`config.mk`:
```
export PLATFORM = sky130hd
export DESIGN_NAME = inpass_sync_frame_config
export DESIGN_NICKNAME = d
export VERILOG_FILES = /design/src/rtl/inpass_pkg.sv /design/src/rtl/inpass_channel.sv /design/src/rtl/my_mux2.sv /design/src/rtl/inpass_sync_frame_config.sv
export SDC_FILE = /design/constraint.sdc
export NUM_CORES = 1
export LEC_CHECK = 0
export ABC_AREA = 1
export BUFFER_PORTS_ARGS = -buffer_cell sky130_fd_sc_hd__buf_2
export CAP_MARGIN = 20
export CORE_AREA = 2 2 39 41
export CTS_CLUSTER_DIAMETER = 60
export DETAILED_ROUTE_END_ITERATION = 7
export DIE_AREA = 0 0 41 43
export GPL_ROUTABILITY_DRIVEN = 0
export PLACE_DENSITY = 0.66
export SYNTH_ARGS = -nofsm -noshare
export SYNTH_HDL_FRONTEND = slang
export SYNTH_HIERARCHICAL = 1
export SYNTH_SLANG_ARGS = --single-unit
```
`constraint.sdc`:
```
create_clock -name UserCLK -period 1.5 [get_ports UserCLK]
set_clock_uncertainty 0.1 [all_clocks]
set_input_delay 0.3 -clock UserCLK [delete_from_list [all_inputs] [get_ports UserCLK]]
set_output_delay 0.3 -clock UserCLK [all_outputs]
set_load 0.1 [all_outputs]
```
`src/rtl/inpass_pkg.sv`:
```
// rtl/inpass_pkg.sv - mode encoding and limits for the input-pass BEL
package inpass_pkg;

  typedef logic [1:0] inpass_mode_t;

  localparam inpass_mode_t MODE_COMB = 2'b00;
  localparam inpass_mode_t MODE_REG  = 2'b01;
  localparam inpass_mode_t MODE_SYNC = 2'b10;
  localparam inpass_mode_t MODE_EDGE = 2'b11;

  localparam int MIN_SYNC_STAGES = 2;

endpackage

```
`src/rtl/inpass_channel.sv`:
```
// rtl/inpass_channel.sv - one pad bit: capture flop, sync chain, optional edge flop, 4:1 output tree
// Optional feature macro: INPASS_EDGE_DETECT_EN
module inpass_channel
  import inpass_pkg::*;
#(
  parameter int SYNC_STAGES = 2
) (
  input  logic         clk_i,
  input  logic         rst_ni,
  input  logic         pad_i,
  input  inpass_mode_t mode_i,
  output logic         o_o
);

  logic                   reg_q;
  logic                   reg_d;
  logic [SYNC_STAGES-1:0] sync_q;
  logic [SYNC_STAGES-1:0] sync_d;
  logic                   sync_out;
  logic                   edge_out;
  logic                   low_leg;
  logic                   high_leg;

  assign reg_d    = pad_i;
  assign sync_d   = {sync_q[SYNC_STAGES-2:0], pad_i};
  assign sync_out = sync_q[SYNC_STAGES-1];

  // Every flop runs in every mode so a live mode switch sees settled history.
  always_ff @(posedge clk_i or negedge rst_ni) begin
    if (!rst_ni) begin
      reg_q  <= 1'b0;
      sync_q <= '0;
    end else begin
      reg_q  <= reg_d;
      sync_q <= sync_d;
    end
  end

`ifdef INPASS_EDGE_DETECT_EN
  logic prev_q;

  always_ff @(posedge clk_i or negedge rst_ni) begin
    if (!rst_ni) begin
      prev_q <= 1'b0;
    end else begin
      prev_q <= sync_out;
    end
  end

  assign edge_out = sync_out & ~prev_q;
`else
  assign edge_out = sync_out;
`endif

  my_mux2 u_mux_low (
    .a0_i (pad_i),
    .a1_i (reg_q),
    .s_i  (mode_i[0]),
    .x_o  (low_leg)
  );

  my_mux2 u_mux_high (
    .a0_i (sync_out),
    .a1_i (edge_out),
    .s_i  (mode_i[0]),
    .x_o  (high_leg)
  );

  my_mux2 u_mux_out (
    .a0_i (low_leg),
    .a1_i (high_leg),
    .s_i  (mode_i[1]),
    .x_o  (o_o)
  );

endmodule

```
`src/rtl/my_mux2.sv`:
```
// rtl/my_mux2.sv - 2:1 mux library cell used for per-channel output selection
module my_mux2 (
  input  logic a0_i,
  input  logic a1_i,
  input  logic s_i,
  output logic x_o
);

  assign x_o = s_i ? a1_i : a0_i;

endmodule

```
`src/rtl/inpass_sync_frame_config.sv`:
```
// rtl/inpass_sync_frame_config.sv - NUM_CH-wide configurable input pass (comb/reg/sync/edge)
// Optional feature macro: INPASS_EDGE_DETECT_EN. BelMap: I<i>_mode0 = bit 2i, I<i>_mode1 = bit 2i+1.
module inpass_sync_frame_config
  import inpass_pkg::*;
#(
  parameter int NUM_CH       = 4,
  parameter int SYNC_STAGES  = 2,
  parameter int NoConfigBits = 2 * NUM_CH
) (
  input  logic                    UserCLK,
  input  logic                    UserRST_N,
  input  logic [NUM_CH-1:0]       I,
  output logic [NUM_CH-1:0]       O,
  input  logic [NoConfigBits-1:0] ConfigBits
);

  if (SYNC_STAGES < MIN_SYNC_STAGES) begin : g_bad_sync_stages
    $error("inpass_sync_frame_config: SYNC_STAGES must be at least %0d", MIN_SYNC_STAGES);
  end

  if (NoConfigBits != 2 * NUM_CH) begin : g_bad_config_bits
    $error("inpass_sync_frame_config: NoConfigBits must equal 2*NUM_CH");
  end

  if (NUM_CH < 1 || NUM_CH > 32) begin : g_bad_num_ch
    $error("inpass_sync_frame_config: NUM_CH must be in 1..32");
  end

  for (genvar c = 0; c < NUM_CH; c++) begin : g_ch
    inpass_channel #(
      .SYNC_STAGES (SYNC_STAGES)
    ) u_ch (
      .clk_i  (UserCLK),
      .rst_ni (UserRST_N),
      .pad_i  (I[c]),
      .mode_i (ConfigBits[2*c +: 2]),
      .o_o    (O[c])
    );
  end

endmodule

```
Word-level counts from Yosys, hierarchy flattened
Index checks and enable logic that the tools add are counted. Widths: inputs -> output; s select.

Bits in registers: 12. Output and inout bits: 4.

Multiplexer cells: 8.

Operators with widths (count): $mux 1 (8).

Longest topological paths before layout
Gate-level depths: netlist (run 1).

Word-level depth: 2. Depth in mapped cells: 5. Gate-level depth less buffers: 5.

By module
Netlist (run 1), hierarchy kept.

Modules (own cells, without submodules): inpass_channel (times used 4, cells an instance 2, area an instance 50.0 um^2, sequential area each 50.0 um^2); my_mux2 (times used 12, cells an instance 4, area an instance 15.0 um^2, sequential area each 0.0 um^2).

Worst setup path after synthesis (run 1)
Ideal clock, no wire load.

Path kind: input-to-output. Start: in ConfigBits[0]. End: out O[0]. Data arrival time: 1.100 ns. Required time: 1.100 ns. Setup slack: 0.000 ns. Stages: 5. Path buffers: 0. Cell sequence: inv_1 > nand2_1 > nand2_1 > nand2_1 > nand2_1.

Word-level cells in the longest chain between the ends: 2.

Ends and longest elaborated chain: start: declaration (line inpass_sync_frame_config.sv:14) `input logic [NoConfigBits-1:0] ConfigBits`; $mux 1 (line my_mux2.sv:9) `assign x_o = s_i ? a1_i : a0_i;`; via g_ch[0].u_ch.low_leg (line inpass_channel.sv:21) `logic low_leg;`; $mux 1 (line my_mux2.sv:9); end: declaration (line inpass_sync_frame_config.sv:13) `output logic [NUM_CH-1:0] O,`.

The timed path passes the listed nets, and every way through them passes these cells.

==> key figures, run 1 <==
Layout
  • Area Overhead vs Synth: 54.6%
  • Largest registers: g_ch.u_ch/sync_q x8
  • Fin area: roughly 600 um^2
  • Filler instances: approximately 140
  • Layout cell share with drive strength beyond 1: 31.2%
  • Multi-input gate area: around 150 um^2
  • Fin nets: 93
  • Max reg flops: 8
  • Biggest register: g_ch.u_ch/sync_q
  • Antenna diodes: 0
  • Register area: 200 um^2

Synthesis
  • EDFF count, synth: 0
  • Cell variety after synth: 3
  • Main synth FF type: dfrtp_1
  • Synth Instances: between 50 and 60
  • Ys async rst share: 100%
  • Synth area leader: dfrtp_1
  • Yosys top cell area share: between 50 and 60%
  • Synth warn: 6
  • Synth Net Count: 70
  • Commonest cells in the netlist: nand2_1, inv_1, dfrtp_1
  • Largest cells by area after synthesis: dfrtp_1, nand2_1, inv_1
  • Top-count cell post-synth: nand2_1
  • Avg Cell Area, Syn: roughly 6.8 um^2
  • Cell Area, Synth: about 380 um^2
  • Register area share after synthesis: ~53%
  • Synth Register Bits: 8

Global route
  • First-pass GRT wire length: roughly 1.1 mm
  • Grt total ovfl: 0
  • Pin count of the biggest net entering global routing: 9
  • Gr usage total: around 10%
  • Vias in the first global route: around 320
  • Number of antenna violations at the first check in global routing: 0

STA
  • Final Max Tran Viols: 0
  • RSZ-0062 raised after global routing: true
  • Final TNS setup: 0 ns
  • Hold Slack: about 0.068 ns
  • Final setup fails: 0
  • Worst-margin pin slew: around 0.18 ns
  • Maximum clock frequency: roughly 0.69 GHz
  • Hold Vio Cnt, Final: 0
  • Final period utilization: about 97%
  • Worst setup margin: between 0.04 and 0.05 ns
  • Min Tclk post-route: about 1.5 ns
  • Slew Limit Headroom: roughly 88%

Setup path
  • CP Launch Type: flop
  • Top fanout value on the critical path: 2
  • Setup slack, reg-to-reg: around 0.9 ns
  • Crit path DAT: 1.05 ns
  • Worst path max stage delay: 0.37 ns
  • R2r endpoint: g_ch[2].u_ch/sync_q[1]
  • Crit path to: O[0]
  • Critical path depth: 5
  • Worst path required time: 1.10 ns
  • Worst r2r src: g_ch[2].u_ch/sync_q[0]
  • Crit path from: g_ch[0].u_ch/sync_q[0]
  • Slowest stage cell, crit path: dfrtp_1
  • R2R depth: 0
  • WP buf/inv: 1
  • CP endpoint kind: primary output
  • Delay-heaviest family, CP: flip-flops
  • CP most frequent cell: nand2_1
  • Crit Path Class: flop to primary output
  • Worst-path cell chain: nand2_1 -> nand2_1 -> nand2_1 -> nand2_2 -> buf_12

Pwr
  • Power Total: around 0.00059 W
  • Power density over the cells: roughly 1000 mW/mm^2
  • P_leak: between 0.3 and 0.4 nW
  • Max VDD drop: roughly 380 uV

Place
  • Port bufs: 17
  • Placed instance area: approximately 550 um^2
  • Post-DP HPWL: about 560 um
  • Pre-CTS WS: 0.202 ns

Routing
  • DRT iter0 DRCs: 1
  • Via count: about 360
  • Final wirelength: between 700 and 800 um
  • First-pass DRT Iterations: 2
  • DR vias/cell: 3.82
  • Residual DRC: 0
  • Antenna-violating nets left: 0
  • Wire length per cell: around 8.1 um

Floorplanning
  • IO Count: 18
  • Row Count: 14
  • DIE AREA: 0.00176 mm^2
  • Total core area: approximately 0.0014 mm^2
  • Initial Util: 27.5%
  • Die height: approximately 43 um
  • Die X: 41 um

CTS
  • Worst skew pair latency: 0.25 ns
  • Clk slew on worst S/H paths: approximately 0.050 ns
  • Sink Count: 8
  • CTS tree: built
  • H-tree depth: 1
  • Clock root buffer: clkbuf_4
  • CTS Buf Count: 3
  • Buffers from clock root to sink, at most: 2

Run
  • Max cap viols: 0

Outcome
  • Status: completed

Min path
  • Hold Path Origin: I[0]
  • Worst Hold Class: input port to flop
==> per-stage QoR <==
stage	util (%)	instances
after global placement	39.4	89
final	42.5	93
after detailed placement	39.4	89
after global routing	42.5	93
after floorplan	-	56
after CTS	41.8	93
==> kinds of logic after synthesis <==
group,synth area share [%]
buffers and inverters,11.8
flip-flops,52.6
AND/OR/NAND/NOR,35.5
==> power breakdown <==
group	switching, W	internal (W)	total [W]
sequential	0.00000552	0.000227	0.000233
clock	0.0000697	0.0000913	0.000161
combinational	0.000123	0.0000696	0.000193
total	0.000198	0.000388	0.000586
==> routing by layer <==
metal,part of all wire (%),global-route usage (%),wire [um]
met1,42,11.7,316
met2,53,13.4,396
met3,4.8,3.14,36
met4,0,10.0,0
met5,0,0,0
==> how the worst min path moves through the flow <==
stage                                   endpoint  cells after the start
after global routing      g_ch[1].u_ch/sync_q[0]                      1
after global placement    g_ch[0].u_ch/sync_q[0]                      1
after floorplan           g_ch[0].u_ch/sync_q[0]                      0
after detailed placement  g_ch[0].u_ch/sync_q[0]                      1
after CTS                 g_ch[0].u_ch/sync_q[0]                      1
final                     g_ch[0].u_ch/sync_q[0]                      1
==> layout make-up <==
type	count	area share (%)
multi-input cells	36	24.7
well taps	16	3.40
flip-flops and latches	8	34.0
inverters	12	7.66
clock buffers	3	3.83
repair buffers	18	26.4
==> cells in the final DEF, fill, tap and decap left out, drive strengths merged <==
cell         Yosys  routed
inv             12      12
buf              0      17
nand2           36      36
clkbuf           0       3
dlygate4sd3      0       1
dfrtp            8       8
==> repair_timing <==
item | CTS | global route
hold buffers | 1 | 0
gates resized for setup | 0 | 4
setup buffers | 0 | 0
hold endpoints to repair | 8 | 0
endpoints found under the setup margin | 0 | 4
No activity file was read; power rests on OpenSTA's default activity.
==> inputs of run 2 (changes only) <==
ABC_AREA = 0   (was 1)
==> key figures, run 2 <==
Outcome
  • Status: complete, but fails checks
  • Failing checks: negative setup slack

Layout
  • Fin nets: 60 (-35%)
  • Fin area: 601 um^2 (+2.1%)
  • Largest registers: g_ch.u_ch/sync_q x8
  • Max reg flops: 8 (unchanged)
  • Layout cell share with drive strength beyond 1: 79.5% (+48 points)
  • Area Overhead vs Synth: 57.9%
  • Antenna diodes: 0 (unchanged)
  • Post-layout util: 43.4% (+0.90 points)
  • Biggest register: g_ch.u_ch/sync_q
  • Most frequent cells in the layout: buf_2, mux2_4, dfrtp_1
  • Filler instances: 128 (-9.2%)
  • Most common cell after layout, fill and taps aside: buf_2

STA
  • Maximum clock frequency: 0.575 GHz (-16%)
  • Worst setup margin: -0.239 ns (-0.286 ns)
  • Final period utilization: 116% (+19 points)
  • Hold Slack: 0.0776 ns (+0.00961 ns)
  • RSZ-0062 raised after global routing: true
  • Min Tclk post-route: 1.74 ns (+0.286 ns)
  • Hold Vio Cnt, Final: 0 (unchanged)
  • Slew Limit Headroom: 88.3% (+0.36 points)
  • Final TNS setup: -0.913 ns (-0.913 ns)
  • Worst-margin pin slew: 0.175 ns (-0.00534 ns)
  • Final setup fails: 4 (+4)
  • Final Max Tran Viols: 0 (unchanged)

Place
  • Pre-CTS WS: -0.159 ns (-0.361 ns)
  • Placed instance area: 500 um^2 (-8.3%)
  • Port bufs: 17 (unchanged)

Routing
  • DRT iter0 DRCs: 0 (-1)
  • Via count: 243 (-32%)
  • Antenna-violating nets left: 0 (unchanged)
  • Wire length per cell: 10.8 um (+34%)
  • First-pass DRT Iterations: 1 (-1)
  • Residual DRC: 0 (unchanged)
  • DR vias/cell: 4.05 (+6.1%)
  • Final wirelength: 647 um (-14%)

CTS
  • CTS Buf Count: 3 (unchanged)
  • Worst skew pair latency: 0.25 ns (about the same)
  • Clk slew on worst S/H paths: 0.05 ns (about the same)
  • Sink Count: 8 (unchanged)
  • CTS tree: built
  • Buffers from clock root to sink, at most: 2 (unchanged)
  • H-tree depth: 1 (unchanged)
  • Clock root buffer: clkbuf_4

Synthesis
  • Synth Instances: 20 (-64%)
  • Commonest cells in the netlist: mux2_4, dfrtp_1
  • Synth area leader: dfrtp_1
  • EDFF count, synth: 0 (unchanged)
  • Synth Net Count: 34 (-51%)
  • Synth warn: 6 (unchanged)
  • Yosys top cell area share: 52.6% (unchanged)
  • Cell Area, Synth: 380 um^2 (unchanged)
  • Ys async rst share: 100% (unchanged)
  • Cell variety after synth: 2 (-1)
  • Top-count cell post-synth: mux2_4
  • Avg Cell Area, Syn: 19.0 um^2 (+180%)
  • Main synth FF type: dfrtp_1
  • Synth Register Bits: 8 (unchanged)
  • Register area share after synthesis: 52.6% (unchanged)
  • Largest cells by area after synthesis: dfrtp_1, mux2_4

Min path
  • Worst Hold Class: input port to flop
  • Hold Path Origin: I[1]
  • Hold worst-path end: g_ch[1].u_ch/sync_q[0]
  • Worst Hold Depth: 1 (unchanged)

Setup path
  • Setup slack, reg-to-reg: 0.79 ns (-0.11 ns)
  • CP endpoint kind: primary output
  • Top fanout value on the critical path: 2 (unchanged)
  • Worst path required time: 1.10 ns (about the same)
  • R2r endpoint: g_ch[3].u_ch/sync_q[1]
  • CP Launch Type: flop
  • Crit Path Class: flop to primary output
  • R2R depth: 1 (+1)
  • Crit path DAT: 1.34 ns (+0.29 ns)
  • Worst r2r src: g_ch[3].u_ch/sync_q[0]

Global route
  • First-pass GRT wire length: 1.08 mm (-5.4%)
  • Number of antenna violations at the first check in global routing: 0 (unchanged)
  • Pin count of the biggest net entering global routing: 9 (unchanged)
  • Gr usage total: 9.65% (-0.40 points)
  • Grt total ovfl: 0 (unchanged)
  • Vias in the first global route: 269 (-15%)

Pwr
  • Max VDD drop: 376 uV (-2.3%)
  • Power density over the cells: 1010 mW/mm^2 (+1.6%)
  • P_leak: 0.313 nW (-15%)

Floorplanning
  • Total core area: 0.00138 mm^2 (unchanged)
  • Row Count: 14 (unchanged)
  • IO Count: 18 (unchanged)
  • Initial Util: 27.5% (unchanged)
  • Die X: 41 um (unchanged)
  • Die height: 43 um (unchanged)
  • DIE AREA: 0.00176 mm^2 (unchanged)

Run
  • Max cap viols: 0 (unchanged)
==> run 2: cell types whose count changed in the layout (fill, tap and decap cells not counted), sizes merged <==
cell / before / now
mux2: 0 / 12
inv: 12 / 0
nand2: 36 / 0
buf: 17 / 20
==> run 2: how the worst max path moves through the flow <==
stage / from / to / slack [ns] / depth (start not counted)
finish: g_ch[3].u_ch/sync_q[0] / O[3] / -0.24 / 3
global placement: ConfigBits[6] / O[3] / -0.15 / 4
detailed placement: ConfigBits[0] / O[0] / -0.16 / 4
CTS: g_ch[3].u_ch/sync_q[0] / O[3] / -0.25 / 3
floorplan: g_ch[0].u_ch/sync_q[0] / O[0] / 0.1 / 2
global route: g_ch[3].u_ch/sync_q[0] / O[3] / -0.28 / 3
==> run 2: cells by family (layout without fill, tap and decap cells) <==
family                 after synthesis  in the layout  share of synthesized area [%]
buffers and inverters                0             24                              0
muxes                               12             12                           47.4
DFF                                  8              8                           52.6
==> run 2: layout make-up <==
cell class / instances / area (um^2) / area share, %
clock buffer: 3 / 22.5 / 3.75
multi-input combinational: 12 / 180 / 30.0
sequential: 8 / 200 / 33.3
tap: 16 / 20.0 / 3.33
timing repair buffer: 21 / 178 / 29.6
==> run 2: metal layers <==
metal	wire length [um]	part of all wire, %	global-route usage, %
met5	0	0	0
met4	0	0	8.00
met3	9	1.4	3.14
met2	433	67	15.6
met1	204	32	9.03
==> run 2: worst max-delay path, stage by stage, from the launching register on <==
cell	delay, ns
dfrtp_1	0.38
mux2_4	0.26
mux2_4	0.28
buf_12	0.17
==> run 2: what timing repair did <==
item                                    in CTS  in global routing
buffers inserted                             1                  0
endpoints found under the setup margin       4                  4
gates resized for setup                     16                  0
hold buffers                                 1                  0
pin swaps                                    0                  0
hold endpoints to repair                     8                  0
==> run 2: report_power, final <==
group | switching, W | internal, W
logic | 0.000117 | 0.000103
registers | 0.00000568 | 0.000227
clock network | 0.0000646 | 0.0000910
total | 0.000187 | 0.000421
==> run 2: through the flow <==
step | cells | power [W]
after floorplan | 20 | 0.000368
after global placement | 55 | 0.000407
after detailed placement | 55 | 0.000410
after CTS | 60 | 0.000616
after global routing | 60 | 0.000637
final | 60 | 0.000608
==> inputs of run 3 (changes only) <==
==> constraint.sdc (replaced) <==
create_clock -name UserCLK -period 1.5 [get_ports UserCLK]
set_clock_uncertainty 0.1 [all_clocks]
set_input_delay 0.075 -clock UserCLK [delete_from_list [all_inputs] [get_ports UserCLK]]
set_output_delay 0.075 -clock UserCLK [all_outputs]
set_load 0.1 [all_outputs]
==> key figures, run 3 (same netlist as run 2, synthesis figures left out) <==
Routing
  • DRT iter0 DRCs: 3 (+3)
  • Wire length per cell: 11.3 um (+4.6%)
  • First-pass DRT Iterations: 4 (+3)
  • Residual DRC: 0 (unchanged)
  • DR vias/cell: 4.15 (+2.3%)
  • Final wirelength: 699 um (+8.0%)
  • Via count: 257 (+5.8%)
  • Antenna-violating nets left: 0 (unchanged)

Pwr
  • Switching Share: 30.9% (+0.053 points)
  • Power density over the cells: 981 mW/mm^2 (-3.1%)
  • Combinational fraction of design power: 36.7% (+0.6 points)
  • Clk network pwr share: 25.4% (-0.2 points)
  • P_leak: 0.320 nW (+2.3%)
  • Max VDD drop: 397 uV (+5.7%)
  • Reg power frac: 37.8% (-0.5 points)
  • Internal power: 0.000424 W (+0.85%)
  • Net Switching: 0.000190 W (+1.1%)

Global route
  • Vias in the first global route: 293 (+8.9%)
  • First-pass GRT wire length: 1.15 mm (+7.1%)
  • Pin count of the biggest net entering global routing: 9 (unchanged)
  • Grt total ovfl: 0 (unchanged)
  • Number of antenna violations at the first check in global routing: 0 (unchanged)
  • Gr usage total: 10.6% (+0.94 points)

Layout
  • Layout cell share with drive strength beyond 1: 71.7% (-7.8 points)
  • Max reg flops: 8 (unchanged)
  • Most common cell after layout, fill and taps aside: buf_2
  • Fin area: 626 um^2 (+4.2%)
  • Filler instances: 131 (+2.3%)
  • Fin nets: 62 (+3.3%)
  • Antenna diodes: 0 (unchanged)
  • Biggest register: g_ch.u_ch/sync_q
  • Largest registers: g_ch.u_ch/sync_q x8
  • Area Overhead vs Synth: 64.5%
  • Most frequent cells in the layout: buf_2, mux2_4, dfrtp_1

Floorplanning
  • Die height: 43 um (unchanged)
  • Initial Util: 27.5% (unchanged)
  • IO Count: 18 (unchanged)
  • Die X: 41 um (unchanged)
  • DIE AREA: 0.00176 mm^2 (unchanged)
  • Row Count: 14 (unchanged)
  • Total core area: 0.00138 mm^2 (unchanged)

Place
  • Placed instance area: 485 um^2 (-3.0%)
  • Port bufs: 17 (unchanged)

STA
  • Maximum clock frequency: 0.662 GHz (+15%)
  • Worst-margin pin slew: 0.184 ns (+0.00942 ns)
  • Min Tclk post-route: 1.51 ns (-0.229 ns)
  • Hold Vio Cnt, Final: 0 (unchanged)
  • Final period utilization: 101% (-15 points)
  • Slew Limit Headroom: 87.7% (-0.63 points)
  • Final Max Tran Viols: 0 (unchanged)
  • Final setup fails: 2 (-2)
  • RSZ-0062 raised after global routing: true
  • Worst setup margin: -0.0104 ns (+0.229 ns)
  • Final TNS setup: -0.0164 ns (+0.897 ns)

Setup path
  • Crit path to: O[0]
  • Crit Path Class: flop to primary output
  • R2R depth: 1 (unchanged)
  • Crit path DAT: 1.34 ns (about the same)
  • Worst r2r src: g_ch[1].u_ch/sync_q[0]
  • CP Launch Type: flop
  • Crit path from: g_ch[0].u_ch/sync_q[0]
  • Setup slack, reg-to-reg: 0.80 ns (about the same)
  • CP endpoint kind: primary output
  • R2r endpoint: g_ch[1].u_ch/sync_q[1]
  • Top fanout value on the critical path: 2 (unchanged)
  • Worst path required time: 1.32 ns (+0.22 ns)

CTS
  • Buffers from clock root to sink, at most: 2 (unchanged)
  • Sink Count: 8 (unchanged)
  • Clk slew on worst S/H paths: 0.05 ns (about the same)
  • H-tree depth: 1 (unchanged)
  • CTS tree: built
  • Worst skew pair latency: 0.24 ns (about the same)
  • Clock root buffer: clkbuf_4
  • CTS Buf Count: 3 (unchanged)

Min path
  • Worst Hold Class: input port to asynchronous set/reset pin

Run
  • Max cap viols: 0 (unchanged)

Outcome
  • Status: complete, but fails checks
  • Failing checks: negative setup slack
-- run 3: cell count changes in the layout (fill, tap and decap cells not counted) --
cell,delta
dlygate4sd3_1,+4
buf_4,-2
-- run 3: area by class of cell --
class	count	area (um^2)	area share, %
Sequential cell	8	200	32.0
Multi-Input combinational cell	12	180	28.8
Clock buffer	3	22.5	3.60
Timing Repair Buffer	23	203	32.4
Tap cell	16	20.0	3.20
-- run 3: power groups by stage --
stage	combinational (W)	clock, W	sequential (W)
final	0.000226	0.000156	0.000232
after detailed placement	0.000171	0	0.000236
after global routing	0.000234	0.000176	0.000234
after CTS	0.000226	0.000166	0.000232
after floorplan	0.000133	0	0.000235
after global placement	0.000168	0	0.000236
-- run 3: how the worst min path moves through the flow --
| stage | startpoint | endpoint | slack (ns) | cells past startpoint |
|---|---|---|---|---|
| 2_1_floorplan | UserRST_N | g_ch[0].u_ch/sync_q[0] | -0.32 | 0 |
| 3_3_place_gp | UserRST_N | g_ch[3].u_ch/sync_q[1] | -0.18 | 1 |
| 3_5_place_dp | UserRST_N | g_ch[3].u_ch/sync_q[1] | -0.18 | 1 |
| 4_1_cts | UserRST_N | g_ch[3].u_ch/sync_q[1] | 0.09 | 2 |
| 5_1_grt | UserRST_N | g_ch[3].u_ch/sync_q[1] | 0.1 | 2 |
| 6_report | UserRST_N | g_ch[3].u_ch/sync_q[0] | 0.10 | 2 |
-- run 3: timing repair --
item / CTS / global route
buffers inserted: 1 / 0
setup endpoints to repair: 4 / 4
hold buffers: 5 / 0
hold endpoints to repair: 12 / 0
gates resized for setup: 16 / 0
-- run 3: critical path, stage by stage (launching register included) --
cell and delay (ns):
dfrtp_1 0.38, mux2_4 0.26, mux2_4 0.29, buf_12 0.17
-- run 3: metal layers --
layer	share of wire, %	global-route usage, %	vias to the layer above
li1	-	-	125
met1	35	9.43	130
met2	64	17.2	2
met3	1.1	3.14	0
met4	0	10.0	0
met5	0	0	-
-- run 3: metrics by stage --
stage	hold WS [ns]	setup slack, ns	instances	utilization, %	total power, W
3_3_place_gp	-0.176	0.164	53	35.1	0.000404
3_5_place_dp	-0.175	0.160	53	35.1	0.000407
6_report	0.101	-0.0104	62	45.2	0.000614
2_1_floorplan	-0.321	0.323	20	-	0.000368
5_1_grt	0.0951	-0.0567	62	45.2	0.000643
4_1_cts	0.0917	-0.00996	62	45.2	0.000624
